**config.mk**
```make
export PLATFORM = sky130hd
export DESIGN_NAME = mapping_req_arbiter
export DESIGN_NICKNAME = d
export VERILOG_FILES = /design/src/rtl/mapping_req_arbiter.sv
export SDC_FILE = /design/constraint.sdc
export NUM_CORES = 1
export LEC_CHECK = 0
export CORE_AREA = 2 2 174 176
export DETAILED_ROUTE_END_ITERATION = 6
export DIE_AREA = 0 0 176 178
export SLEW_MARGIN = 20
export SYNTH_ARGS = -nofsm -noshare
export SYNTH_HDL_FRONTEND = slang
export SYNTH_SLANG_ARGS = --single-unit
```
**constraint.sdc**
```tcl
create_clock -name ap_clk -period 3.1 [get_ports ap_clk]
set_input_delay 0.62 -clock ap_clk [delete_from_list [all_inputs] [get_ports ap_clk]]
set_output_delay 0.62 -clock ap_clk [all_outputs]
set_load 0.01 [all_outputs]
```
**src/rtl/mapping_req_arbiter.sv**
```systemverilog
// Round-robin arbiter sharing one mapping-lookup pipeline between read and write request
// streams; an order FIFO steers the in-order responses back to their source.
module mapping_req_arbiter #(
  parameter int unsigned DATA_W          = 72,
  parameter int unsigned MAX_OUTSTANDING = 16,
  parameter int unsigned CNT_W           = $clog2(MAX_OUTSTANDING) + 1
) (
  input  logic              ap_clk,
  input  logic              ap_rst_n,
  input  logic [DATA_W-1:0] in_read_tdata,
  input  logic              in_read_tvalid,
  output logic              in_read_tready,
  input  logic [DATA_W-1:0] in_write_tdata,
  input  logic              in_write_tvalid,
  output logic              in_write_tready,
  output logic [DATA_W-1:0] lookup_req_tdata,
  output logic              lookup_req_tvalid,
  input  logic              lookup_req_tready,
  input  logic [DATA_W-1:0] lookup_rsp_tdata,
  input  logic              lookup_rsp_tvalid,
  output logic              lookup_rsp_tready,
  output logic [DATA_W-1:0] out_read_tdata,
  output logic              out_read_tvalid,
  input  logic              out_read_tready,
  output logic [DATA_W-1:0] out_write_tdata,
  output logic              out_write_tvalid,
  input  logic              out_write_tready,
  input  logic              cfg_pause,
  output logic              idle,
  output logic [CNT_W-1:0]  outstanding,
  output logic              err_unexp_rsp
);

  localparam int unsigned PTR_W = $clog2(MAX_OUTSTANDING);
  localparam logic [CNT_W-1:0] MaxCnt = CNT_W'(MAX_OUTSTANDING);

  logic                       req_valid_q, req_valid_d;
  logic [DATA_W-1:0]          req_data_q, req_data_d;
  logic [MAX_OUTSTANDING-1:0] fifo_q, fifo_d;
  logic [PTR_W-1:0]           wr_ptr_q, wr_ptr_d;
  logic [PTR_W-1:0]           rd_ptr_q, rd_ptr_d;
  logic [CNT_W-1:0]           outstanding_q, outstanding_d;
  logic                       rr_q, rr_d;  // 1: favour write on the next contended cycle
  logic                       err_q, err_d;
  logic                       idle_q, idle_d;

  logic can_accept, grant_rd, grant_wr, push, push_src;
  logic fifo_empty, head, pop;

  // Request side: grant is purely combinational from tvalid and the RR pointer.
  always_comb begin
    can_accept = ap_rst_n && (!req_valid_q || lookup_req_tready) &&
                 (outstanding_q < MaxCnt) && !cfg_pause;
    grant_rd   = in_read_tvalid && (!in_write_tvalid || !rr_q);
    grant_wr   = in_write_tvalid && (!in_read_tvalid || rr_q);
    in_read_tready  = can_accept && grant_rd;
    in_write_tready = can_accept && grant_wr;
    push       = can_accept && (grant_rd || grant_wr);
    push_src   = grant_wr;
  end

  // FIFO occupancy always equals the outstanding count, so the count doubles as empty flag.
  always_comb begin
    fifo_empty        = (outstanding_q == '0);
    head              = fifo_q[rd_ptr_q];
    lookup_rsp_tready = ap_rst_n && !fifo_empty && (head ? out_write_tready : out_read_tready);
    out_read_tvalid   = lookup_rsp_tvalid && !fifo_empty && !head;
    out_write_tvalid  = lookup_rsp_tvalid && !fifo_empty && head;
    out_read_tdata    = lookup_rsp_tdata;
    out_write_tdata   = lookup_rsp_tdata;
    pop               = lookup_rsp_tvalid && lookup_rsp_tready;
  end

  always_comb begin
    req_valid_d   = req_valid_q;
    req_data_d    = req_data_q;
    fifo_d        = fifo_q;
    wr_ptr_d      = wr_ptr_q;
    rd_ptr_d      = rd_ptr_q;
    outstanding_d = outstanding_q;
    rr_d          = rr_q;

    if (push) begin
      req_valid_d      = 1'b1;
      req_data_d       = push_src ? in_write_tdata : in_read_tdata;
      fifo_d[wr_ptr_q] = push_src;
      wr_ptr_d         = wr_ptr_q + PTR_W'(1);
      rr_d             = !push_src;
    end else if (lookup_req_tready) begin
      req_valid_d = 1'b0;
    end

    if (pop) begin
      rd_ptr_d = rd_ptr_q + PTR_W'(1);
    end

    unique case ({push, pop})
      2'b10:   outstanding_d = outstanding_q + CNT_W'(1);
      2'b01:   outstanding_d = outstanding_q - CNT_W'(1);
      default: outstanding_d = outstanding_q;
    endcase

    err_d  = err_q || (lookup_rsp_tvalid && fifo_empty);
    // Registered from next-state so idle tracks the current slot/count without extra lag.
    idle_d = !req_valid_d && (outstanding_d == '0);
  end

  always_ff @(posedge ap_clk or negedge ap_rst_n) begin
    if (!ap_rst_n) begin
      req_valid_q   <= 1'b0;
      req_data_q    <= '0;
      fifo_q        <= '0;
      wr_ptr_q      <= '0;
      rd_ptr_q      <= '0;
      outstanding_q <= '0;
      rr_q          <= 1'b0;
      err_q         <= 1'b0;
      idle_q        <= 1'b1;
    end else begin
      req_valid_q   <= req_valid_d;
      req_data_q    <= req_data_d;
      fifo_q        <= fifo_d;
      wr_ptr_q      <= wr_ptr_d;
      rd_ptr_q      <= rd_ptr_d;
      outstanding_q <= outstanding_d;
      rr_q          <= rr_d;
      err_q         <= err_d;
      idle_q        <= idle_d;
    end
  end

  assign lookup_req_tvalid = req_valid_q;
  assign lookup_req_tdata  = req_data_q;
  assign outstanding       = outstanding_q;
  assign err_unexp_rsp     = err_q;
  assign idle              = idle_q;

endmodule

```
==> metrics.yaml <==
sta:
  drv_slew: 0
  finalClockSkew_ns: 0.0140
  fin_hold_ws_ns: 0.223
  period_share: 1.05
  rsz0062_at_grt: "true"
  max_freq_ghz: 0.306
  tightestPinTransition_ns: 0.957
  period_needed_ns: 3.27
  setup_viol: 2
  relSlewSlack: 0.362
  setup_ws_ns: -0.169
  final_hold_viol_count: 0
pwr:
  intPower_w: 0.00456
  seq_power_share: 0.342
  power.clock.fraction: 0.171
  comb_power_share: 0.487
  switchingPower_w: 0.00262
  totalPowerFinal_w: 0.00718
  leakage_nw: 3.48
  power_density_nw_per_um2: 841
  netSwitchingFraction: 0.365
  ir_drop_mv: 0.273
setup_path:
  cp.arrival_ns: 3.55
  ff2ff_path_depth: 10
  path_max_fanout: 5
  start_kind: "flip-flop"
  rrSetupSlack_ns: -0.17
  end_kind: "flip-flop"
  cp.required_ns: 3.38
  crit_type: "flip-flop to flip-flop"
flow_run:
  drv_cap: 0
route:
  antenna_left: 0
  dr_total_vias: 5052
  first_iter_violations: 207
  wire_per_inst_um: 17.0
  first_pass_iters: 4
  drc_errors: 0
  routed_wl_mm: 20.5
  via_per_inst: 4.19
synthesis:
  synth_edf_count: 0
  ys_async_sr_fraction: 1.00
  netlist_instances: 705
  synth.top_cells.by_count: "nand2_1 (166), buf_4 (144), dfrtp_1 (104)"
  synth_warnings: 0
  synth_ff_type: "dfrtp_1"
  synth.area.top_cells: "dfrtp_1 (42%), buf_4 (18%), nand2_1 (10%), a31oi_1 (7.4%), nor2_1 (4.9%)"
  synth_most_common_cell: "nand2_1"
  yosys.area.top_type: "dfrtp_1"
  synthesis.area_sq_um: 6170
  synth_cell_types: 43
  synth.top_cell.area_share: 0.422
  syn_nets: 940
  postSynthAreaPerCell_sq_um: 8.75
  yosysSeqAreaShare: 0.426
  yosys_register_bits: 105
finish:
  drive_above_1_share: 0.132
  antenna_cells: 0
  fillers: 3112
  fin_nets: 1046
  final_area_sq_um: 8540
  area_growth_pct: 38.4
  finalNonFillerCells: 1206
place:
  postPlaceCellArea_sq_um: 8100
  placedCellCount: 1183
  pre_cts_ws_ns: -0.243
  io_buffer_count: 237
  dpl.hpwl_mm: 15.5
  gp_congestion: 0.799
die:
  io_pins: 454
  die_y_um: 178
  initial_core_util: 0.210
  rows: 63
  coreArea_sq_um: 29400
  die_w_um: 176
  dieArea_sq_um: 31300
clock_network:
  cts_tree: "yes"
  cts-root-buf: "clkbuf_16"
  htree_levels: 3
  path_clk_slew_ns: 0.09
  cts_buffers: 9
  clk_latency_ns: 0.36
  holdBufCountCts: 0
  cts_buffer_depth: 2
  cts_sinks: 105
global_routing:
  grtUsageMet3: 0.0669
  gr-usage-met2: 0.227
  use_met1: 0.130
  grt_pass1_wl_mm: 29.9
  grt_start_max_net_pins: 99
  overflow: 0
  grt_pass1_vias: 5082
  grt-busiest-layer: "met2"
  antenna_found_initial: 0
  track_usage: 0.127
outcome:
  status: "finished with violations"
  violations: "setup timing"
min_path:
  hp-class: "input pin to asynchronous set/reset pin"
==> worst paths after layout <==
| check | from | to |
|---|---|---|
| min | ap_rst_n | lookup_req_tdata[56] |
| min reg2reg | err_unexp_rsp | err_unexp_rsp |
| max | rd_ptr_q[0] | idle |
| max in group asynchronous | ap_rst_n | rd_ptr_q[0] |
| min in group ap_clk | err_unexp_rsp | err_unexp_rsp |
| max reg2reg | rd_ptr_q[0] | idle |
==> cells by family after synthesis <==
logic type	share of synthesized area
compound gates	0.0941
fa+ha+maj	0.0215
buf+inv	0.204
mux	0.0622
flops	0.426
simple gates	0.180
xor+xnor	0.0114
==> what timing repair did <==
item | CTS | global route
setup buffers | 5 | 4
pin swaps | 3 | 12
endpoints found under the setup margin | 5 | 6
gates resized for setup | 6 | 15
endpoints found under the hold margin | 0 | 0
==> sequential cells by signal, summed over array words and instances, names as in the netlist <==
signal and cells:
outstanding 5, lookup_req_tvalid 1, lookup_req_tdata 72, rr_q 1, err_unexp_rsp 1, rd_ptr_q 4
wr_ptr_q 4, fifo_q 16, idle 1
==> power groups by stage <==
stage | Sequential [W] | Clock, W | Combinational [W]
after floorplan | 0.00264 | 0 | 0.00151
after global placement | 0.00247 | 0 | 0.00335
after detailed placement | 0.00248 | 0 | 0.00339
after CTS | 0.00246 | 0.00130 | 0.00344
after global routing | 0.00256 | 0.00134 | 0.00381
final | 0.00246 | 0.00123 | 0.00350
==> critical path: stages, from the launching register on <==
cell and delay (ns):
dfrtp_2 0.46, mux4_2 0.55, mux2i_4 0.19, mux2i_4 0.11
mux2i_2 0.21, ha_2 0.24, inv_2 0.05, fa_2 0.52
o21ai_2 0.06, or4_4 0.51, nor4_4 0.29
==> metal layers <==
metal  wire length (um)  up-vias
met5                  0        -
met1               7320     2315
met4                301        0
li1                   -     2402
met3               2350       14
met2              10500      321
==> stage by stage <==
| stage | setup TNS [ns] | utilization |
|---|---|---|
| global route | -0.550 | 0.291 |
| global placement | -0.410 | 0.276 |
| detailed placement | -0.494 | 0.276 |
| floorplan | -0.276 | - |
| CTS | -0.324 | 0.288 |
| finish | -0.258 | 0.291 |
==> cell type report <==
cell class                      count  area [sq um]  share of cell area
Timing Repair Buffer              276          2690               0.315
Sequential cell                   105          2630               0.308
Multi-Input combinational cell    410          2390               0.279
Tap cell                          390           488              0.0571
Clock buffer                        9           225              0.0264
Clock inverter                      7          91.3              0.0107
Inverter                            9          33.8             0.00395
==> cell usage in the layout (no fill, tap or decap), types with 3 or more instances in the layout <==
cell type / netlist / routed
a31oi_1: 73 / 73
buf_4: 144 / 38
clkbuf_16: 0 / 9
clkdlybuf4s50_1: 0 / 233
clkinv_8: 0 / 3
dfrtp_1: 104 / 103
ha_1: 9 / 6
inv_1: 8 / 7
inv_6: 0 / 3
mux2_2: 17 / 17
mux2i_4: 2 / 3
mux4_2: 2 / 4
nand2_1: 166 / 166
nand4_1: 5 / 5
nor2_1: 80 / 80
o21ai_2: 0 / 3
xnor2_1: 5 / 5
xor2_1: 3 / 3
(Power assumes the default switching activity.)
